<file path="config.mk">
export PLATFORM = sky130hd
export DESIGN_NAME = dram_timing_scheduler
export DESIGN_NICKNAME = d
export VERILOG_FILES = /design/src/rtl/dram_pkg.sv /design/src/rtl/dram_timing_scheduler.sv
export SDC_FILE = /design/constraint.sdc
export NUM_CORES = 1
export LEC_CHECK = 0
export ABC_AREA = 1
export CAP_MARGIN = 20
export CORE_UTILIZATION = 25
export CTS_CLUSTER_DIAMETER = 50
export DETAILED_ROUTE_END_ITERATION = 12
export GPL_TIMING_DRIVEN = 1
export PLACE_DENSITY = 0.5
export SYNTH_ARGS = -nofsm -noshare
export SYNTH_HDL_FRONTEND = slang
export SYNTH_SLANG_ARGS = --single-unit
</file>
<file path="constraint.sdc">
create_clock -name CLK -period 1.9 [get_ports CLK]
set_input_delay 0.285 -clock CLK [delete_from_list [all_inputs] [get_ports CLK]]
set_output_delay 0.285 -clock CLK [all_outputs]
set_load 0.05 [all_outputs]
</file>
<file path="src/rtl/dram_pkg.sv">
// Shared DRAM command-FSM state encoding, used by the command FSM and its timing scheduler.
package dram_pkg;

  typedef enum logic [2:0] {
    IDLE      = 3'd0,
    ACTIVATE  = 3'd1,
    READ      = 3'd2,
    WRITE     = 3'd3,
    PRECHARGE = 3'd4,
    REFRESH   = 3'd5
  } dram_state_t;

endpackage

</file>
<file path="src/rtl/dram_timing_scheduler.sv">
// Timing/refresh scheduler: per-command tX_done strobes and refresh bookkeeping for the command FSM.
// Optional feature macro DRAM_REF_URGENT_EN adds ref_urgent and sticky ref_overflow outputs.
module dram_timing_scheduler
  import dram_pkg::*;
#(
  parameter int T_RCD    = 14,
  parameter int T_RD     = 20,
  parameter int T_WR     = 30,
  parameter int T_RP     = 14,
  parameter int T_RFC    = 350,
  parameter int T_REFI   = 7800,
  parameter int MAX_PEND = 8,
  parameter int CNT_W    = 16
) (
  input  logic        CLK,
  input  logic        RST,
  input  dram_state_t cmd_state,
  output logic        tACT_done,
  output logic        tRD_done,
  output logic        tWR_done,
  output logic        tPRE_done,
  output logic        tREF_done,
  output logic        rf_req,
  output logic [3:0]  rf_pending
`ifdef DRAM_REF_URGENT_EN
  ,
  output logic        ref_urgent,
  output logic        ref_overflow
`endif
);

  localparam longint CNT_RANGE = longint'(1) <<< CNT_W;

  if (T_RCD < 1 || T_RD < 1 || T_WR < 1 || T_RP < 1 || T_RFC < 1 || T_REFI < 1) begin : g_bad_timing
    $fatal(1, "dram_timing_scheduler: every T_* parameter must be >= 1");
  end

  if (MAX_PEND < 2 || MAX_PEND > 15) begin : g_bad_pend
    $fatal(1, "dram_timing_scheduler: MAX_PEND must be in 2..15");
  end

  if (longint'(T_RCD) > CNT_RANGE || longint'(T_RD) > CNT_RANGE || longint'(T_WR) > CNT_RANGE ||
      longint'(T_RP) > CNT_RANGE || longint'(T_RFC) > CNT_RANGE || longint'(T_REFI) > CNT_RANGE)
  begin : g_bad_cnt_w
    $fatal(1, "dram_timing_scheduler: CNT_W too narrow for the timing parameters");
  end

  localparam logic [CNT_W-1:0] CNT_MAX   = '1;
  localparam logic [CNT_W-1:0] CNT_ONE   = CNT_W'(1);
  localparam logic [CNT_W-1:0] RCD_LAST  = CNT_W'(T_RCD - 1);
  localparam logic [CNT_W-1:0] RD_LAST   = CNT_W'(T_RD - 1);
  localparam logic [CNT_W-1:0] WR_LAST   = CNT_W'(T_WR - 1);
  localparam logic [CNT_W-1:0] RP_LAST   = CNT_W'(T_RP - 1);
  localparam logic [CNT_W-1:0] RFC_LAST  = CNT_W'(T_RFC - 1);
  localparam logic [CNT_W-1:0] REFI_LAST = CNT_W'(T_REFI - 1);
  localparam logic [3:0]       PEND_MAX  = 4'(MAX_PEND);

  function automatic logic [CNT_W-1:0] sat_inc(input logic [CNT_W-1:0] v);
    sat_inc = (v == CNT_MAX) ? v : v + CNT_ONE;
  endfunction

  // A wrap and a completed refresh in the same cycle cancel out.
  function automatic logic [3:0] pend_step(input logic [3:0] p, input logic up, input logic down);
    logic [3:0] r;
    r = p;
    if (up && !down && p != PEND_MAX) r = p + 4'd1;
    if (down && !up && p != 4'd0)     r = p - 4'd1;
    return r;
  endfunction

  dram_state_t      prev_state;
  logic [CNT_W-1:0] cnt;
  logic [CNT_W-1:0] cnt_cur;
  logic [CNT_W-1:0] refi_cnt;
  logic [3:0]       pending;
  logic [3:0]       pend_next;
  logic             entry;
  logic             refi_wrap;
  logic             act_hit;
  logic             rd_hit;
  logic             wr_hit;
  logic             pre_hit;
  logic             ref_hit;

  // Combinational view of the current cycle: phase count, done conditions, owed-refresh update.
  always_comb begin
    entry     = (cmd_state != prev_state);
    cnt_cur   = entry ? '0 : cnt;
    act_hit   = (cmd_state == ACTIVATE)  && (cnt_cur == RCD_LAST);
    rd_hit    = (cmd_state == READ)      && (cnt_cur == RD_LAST);
    wr_hit    = (cmd_state == WRITE)     && (cnt_cur == WR_LAST);
    pre_hit   = (cmd_state == PRECHARGE) && (cnt_cur == RP_LAST);
    ref_hit   = (cmd_state == REFRESH)   && (cnt_cur == RFC_LAST);
    refi_wrap = (refi_cnt == REFI_LAST);
    pend_next = pend_step(pending, refi_wrap, tREF_done);
  end

  // Registered state and outputs.
  always_ff @(posedge CLK or posedge RST) begin
    if (RST) begin
      prev_state <= IDLE;
      cnt        <= '0;
      refi_cnt   <= '0;
      pending    <= '0;
      rf_req     <= 1'b0;
      tACT_done  <= 1'b0;
      tRD_done   <= 1'b0;
      tWR_done   <= 1'b0;
      tPRE_done  <= 1'b0;
      tREF_done  <= 1'b0;
    end else begin
      prev_state <= cmd_state;
      cnt        <= sat_inc(cnt_cur);
      refi_cnt   <= refi_wrap ? '0 : refi_cnt + CNT_ONE;
      pending    <= pend_next;
      rf_req     <= (pend_next != 4'd0);
      tACT_done  <= act_hit;
      tRD_done   <= rd_hit;
      tWR_done   <= wr_hit;
      tPRE_done  <= pre_hit;
      tREF_done  <= ref_hit;
    end
  end

  assign rf_pending = pending;

`ifdef DRAM_REF_URGENT_EN
  // Urgency tracks the updated owed count; overflow latches a wrap that found the queue full.
  always_ff @(posedge CLK or posedge RST) begin
    if (RST) begin
      ref_urgent   <= 1'b0;
      ref_overflow <= 1'b0;
    end else begin
      ref_urgent   <= (pend_next >= PEND_MAX - 4'd1);
      ref_overflow <= ref_overflow | (refi_wrap && (pending == PEND_MAX));
    end
  end
`endif

endmodule

</file>
==> After elaboration in Yosys (flattened, before gate mapping) <==
Index checks and enable logic that the tools add are counted.
{ "totals": {"ff_bits": 45, "latch_bits": 0, "ramBits": 0, "romBits": 0, "inputBits": 5, "word_cells": 45, "memories": 0} }
{ "classes": {"addsub": 4, "multipliers": 0, "div": 0, "magnitude_cmp": 0, "eq_ne": 13, "shift": 0, "mux": 5, "n_bitwise": 0, "reduce_logical": 13} }
{ "op_table": {"columns": ["op", "count"], "rows": [
  ["$mux W16", 3],
  ["$add A16 B1 Y16 const B", 2],
  ["$eq A16 B5 Y1 const B", 2],
  ["$eq A16 B13 Y1 const B", 1],
  ["$eq A16 B16 Y1 const B", 1],
  ["$eq A16 B4 Y1 const B", 1],
  ["$eq A16 B9 Y1 const B", 1],
  ["$logic_and A1 B1 Y1", 9],
  ["$mux W4", 2],
  ["$reduce_bool A4 Y1", 2],
  ["$eq A3 B2 Y1 const B", 2],
  ["$eq A3 B3 Y1 const B", 2],
  ["$add A4 B1 Y4 const B", 1],
  ["$ne A4 B4 Y1 const B", 1],
  ["$sub A4 B1 Y4 const B", 1],
  ["$eq A3 B1 Y1 const B", 1],
  ["$ne A3 B3 Y1", 1],
  ["$logic_not A1 Y1", 2]
]} }

==> Longest topological paths before layout <==
{ "depth": {"depth_word": 6, "ltp_mapped": 13, "mapped_depth_nobuf": 13} }

==> Worst setup path after synthesis <==
Ideal clock, no wire load.
{ "synth_timing": {"kind": "register -> register", "startpoint": "reg pending[0], in the netlist rf_pending[0]", "endpoint": "reg rf_req", "setup_time_ns": 0.119, "t_arrival_ns": 1.718, "path_slack_ns": 0.063, "path_stages_with_launch": 9, "path_buffers": 0, "synth_period_minus_slack_ns": 1.837, "cell_sequence": "dfrtp_1 -> inv_1 -> ha_1 -> a31oi_1 -> nand3_1 -> nand3_1 -> nand2_1 -> nor2_1 -> nand2_1"} }
{ "synth_between": {"elab_chain_cells": 5, "word_cells_on_any_way": 9, "classes_between": "add/sub: 2; eq/ne: 1; mux: 2; reduce/logical: 4"} }
{ "synth_rtl": {"columns": ["element", "line_no", "source"], "rows": [
  ["from (decl)", "dram_timing_scheduler.sv:75", "logic [3:0] pending;"],
  ["from (signal assigned)", "dram_timing_scheduler.sv:115", "pending <= pend_next;"],
  ["branches (longest 3 deep; another with $add A4 B1 Y4)", null, null],
  ["$mux W4 (*)", "dram_timing_scheduler.sv:67", "if (down && !up && p != 4'd0) r = p - 4'd1;"],
  ["net pend_next[2]", "dram_timing_scheduler.sv:76", "logic [3:0] pend_next;"],
  ["$reduce_bool A4 Y1 (*)", "dram_timing_scheduler.sv:116", "rf_req <= (pend_next != 4'd0);"],
  ["to (signal assigned)", "dram_timing_scheduler.sv:116", null],
  ["to (decl)", "dram_timing_scheduler.sv:23", "output logic rf_req,"]
]} }
Mark *: on every way through the listed nets, which the timed path passes.

==> Final worst setup path <==
{ "layout_timing": {"startpoint": "reg prev_state[0]", "endpoint": "reg cnt[13]"} }
{ "layout_between": {"elab_chain_cells": 4, "word_cells_on_any_way": 5, "classes_between": "add/sub: 1; eq/ne: 2; mux: 2"} }
{ "layout_rtl": {"columns": ["element", "line_no", "source"], "rows": [
  ["from (decl)", "dram_timing_scheduler.sv:71", "dram_state_t prev_state;"],
  ["from (signal assigned)", "dram_timing_scheduler.sv:112", "prev_state <= cmd_state;"],
  ["$ne A3 B3 Y1 (*)", "dram_timing_scheduler.sv:87", "entry = (cmd_state != prev_state);"],
  ["$mux W16 (*)", "dram_timing_scheduler.sv:88", "cnt_cur = entry ? '0 : cnt;"],
  ["$add A16 B1 Y16 or $eq A16 B16 Y1 (tied branches)", "dram_timing_scheduler.sv:59", "sat_inc = (v == CNT_MAX) ? v : v + CNT_ONE;"],
  ["$mux W16 (*)", "dram_timing_scheduler.sv:59", null],
  ["to (signal assigned)", "dram_timing_scheduler.sv:113", "cnt <= sat_inc(cnt_cur);"],
  ["to (decl)", "dram_timing_scheduler.sv:72", "logic [CNT_W-1:0] cnt;"]
]} }
Mark *: on every way between the ends. The rest lies on a longest branch, timed or not.

==> impl_metrics.csv <==
group,metric,value,unit
run_status,run_status,"complete, no violations",
sta,min_period,1820,ps
routing,drc,0,
sta,hold_viol_final,0,
synth,synthXorXnorAreaFrac,2.16,%
routing,drtPass1Iterations,4,
routing,drt_iter0_markers,163,
synth,ys_ff_latch,45,
synth,synth_nets,375,
setup_path,worstSetupPathType,"register to register",
power,p_leak,0.00194,uW
synth,synthMuxAreaShare,0,%
cts,cts.htree.levels,2,
die,fp.dieW,107,um
sta,fin_crit_sh,96.0,%
cts,cts_made_buffers,5,
routing,ant_nets,0,
synth,synth.avg_cell_area,7.57,um2
cts,root_buffer,"clkbuf_8",
synth,ys_warn_count,0,
cells_and_area,final_cell_mix,"72 x nand2_1, 57 x inv_1, 52 x buf_4",
sta,slew_violations,0,
routing,routed_via_density,4.51,
power,vdd_drop_max,0.000239,V
synth,syn_inst,367,
synth,syn_area,0.00278,mm2
global_route,grt_pass1_vias,2468,
power,finalPower,1770,uW
cells_and_area,antennaDiodeCount,0,
global_route,grt_max_degree,46,
routing,finalWirelength,7.44,mm
sta,whs,183,ps
cts,cts_tree,"yes",
setup_path,worstPathRequired,2090,ps
sta,rsz0062_at_grt,"yes",
place,gp_congestion,0.824,
routing,detail_route.wl_per_cell,12.9,um
die,num_rows,38,
power,powerDensity,474,mW/mm2
sta,setup_viol,0,
die,initial_core_util,25.6,%
die,die_y,107,um
synth,synthSimpleGateAreaFrac,43.1,%
synth,synth_compound_gate_area_share,3.20,%
place,io_buffers,14,
cells_and_area,layout_commonest_cell,"nand2_1",
die,ioPinCount,15,
cts,worstSkewPairLatency,310,ps
setup_path,critPathCaptureType,"register",
cts,clock_path_buffers,2,
setup_path,arrival,2010,ps
global_route,grt_util_all_layers,13.3,%
routing,num_vias,2612,
cells_and_area,nFillCells,1130,
global_route,antenna_found_initial,0,
synth,synth_top_family_by_area,"simple AND/OR/NAND/NOR gates",
cts,path_clk_slew,90,ps
place,dp_hpwl,5.51,mm
cells_and_area,drive_gt1_share,27.8,%
run,maxCapViolCount,0,
cts,hold_buffers,0,
cts,clock-sinks,45,
global_route,overflow,0,
synth,synth_seq_area_share,40.6,%
setup_path,crit_path_max_fanout,5,
synth,synthAdderAreaFrac,1.35,%
sta,worst_pin_slew,532,ps
sta,fin_worst_skew,10.0,ps
cells_and_area,area_delta_synth_final,34.4,%
cells_and_area,layout.nets,446,
synth,synth.distinct_cells,33,
sta,fmax,0.548,GHz
sta,tns,0,ps
setup_path,worst_setup_path_start_kind,"register",
die,die_area,0.0115,mm2
die,core,0.0108,mm2
sta,relSlewSlack,64.4,%
worst_hold_path,min_path_type,"input pin to register",
global_route,grt_pass1_wl,12.1,mm
==> flip-flops by register name, indices dropped and copies added (netlist names) <==
signal,flops
cnt,16
prev_state,3
refi_cnt,16
rf_pending,4
rf_req,1
tACT_done,1
tPRE_done,1
tRD_done,1
tREF_done,1
tWR_done,1
==> worst max-delay path, cell delays in order, from the launching register on <==
cell     delay [ps]
dfrtp_1         430
xnor2_2         280
buf_4           190
nand4_1         170
nor2_1          150
nand2_1          70
nor2_1          180
nand2_1          90
nand2_1          80
nand3_2          70
==> cell usage after synthesis <==
library cell	instances	share of area [%]
nand4_1	16	3.6
nor2_4	3	1.2
o211a_1	1	0.36
a31oi_1	1	0.23
o21ai_0	6	1.1
buf_6	2	0.81
o21bai_1	2	0.54
inv_2	3	0.41
buf_4	1	0.27
xor2_1	5	1.6
nor2_2	3	0.68
nand4_2	1	0.45
nor3b_1	1	0.27
clkbuf_1	1	0.14
nand3_4	3	1.9
nor3_1	8	1.4
nand3_2	7	2.5
nand3_1	54	9.7
a211oi_1	1	0.27
ha_1	3	1.4
nand2_4	2	0.81
nand2_2	2	0.45
or2_2	1	0.23
dfrtp_1	45	41
xnor2_2	1	0.59
nand2_1	79	11
nor3_4	1	0.59
a21oi_1	4	0.72
nand3b_1	1	0.27
inv_1	59	8.0
nor2_8	2	1.4
nor2_1	44	5.9
nor4_1	4	0.90
==> repair_timing <==
item,CTS,global route
setup endpoints to repair,1,22
resized for setup,1,34
pin swaps,0,13
buffers inserted,0,5
cloned,0,3
==> per-layer routing <==
layer	up-vias	global-route usage (%)	share of wire (%)
met1	1224	18.2	50
met4	0	4.31	1.9
met5	-	0	0
met2	43	21.2	45
met3	13	2.54	3.1
li1	1332	-	-
==> cells by family (layout without fill, tap and decap cells) <==
group,Yosys count,in the layout
fa+ha+maj,3,3
compound gates,15,15
flops,45,45
xor+xnor,6,6
simple gates,232,234
buf+inv,66,136
==> path summary, 6_finish.rpt <==
path,cells after the start,from,slack [ps],end
setup / recovery,9,prev_state[0],80,cnt[13]
setup reg to reg,9,prev_state[0],80,cnt[13]
hold / removal,1,cmd_state[1],180,prev_state[1]
hold reg to reg,1,refi_cnt[0],460,refi_cnt[0]
min in group asynchronous,3,RST,300,tACT_done
max in group asynchronous,3,RST,1360,rf_pending[0]
==> through the flow <==
| step | instances | area (um2) | setup WS (ps) | util, % |
|---|---|---|---|---|
| floorplan | 367 | 2780 | 63.2 | - |
| global placement | 563 | 3430 | -335 | 31.6 |
| CTS | 571 | 3530 | 18.3 | 32.5 |
| finish | 579 | 3730 | 76.4 | 34.4 |
| global route | 579 | 3730 | -64.8 | 34.4 |
| detailed placement | 563 | 3430 | -321 | 31.6 |
==> power by group <==
| part | internal [uW] | switching (uW) | total, uW |
|---|---|---|---|
| logic | 75.0 | 96.3 | 171 |
| registers | 963 | 7.51 | 970 |
| clock network | 262 | 367 | 629 |
| total | 1300 | 471 | 1770 |
==> final cells by class <==
type / count / area [um2] / share of cell area, %
clock inverters: 3 / 21.3 / 0.570
inverters: 62 / 233 / 6.24
repair buffers: 66 / 583 / 15.6
multi-input cells: 258 / 1530 / 40.9
flip-flops and latches: 45 / 1130 / 30.2
clock buffers: 5 / 68.8 / 1.84
well taps: 140 / 175 / 4.69
Note: power is estimated with default switching activity, not from simulation.
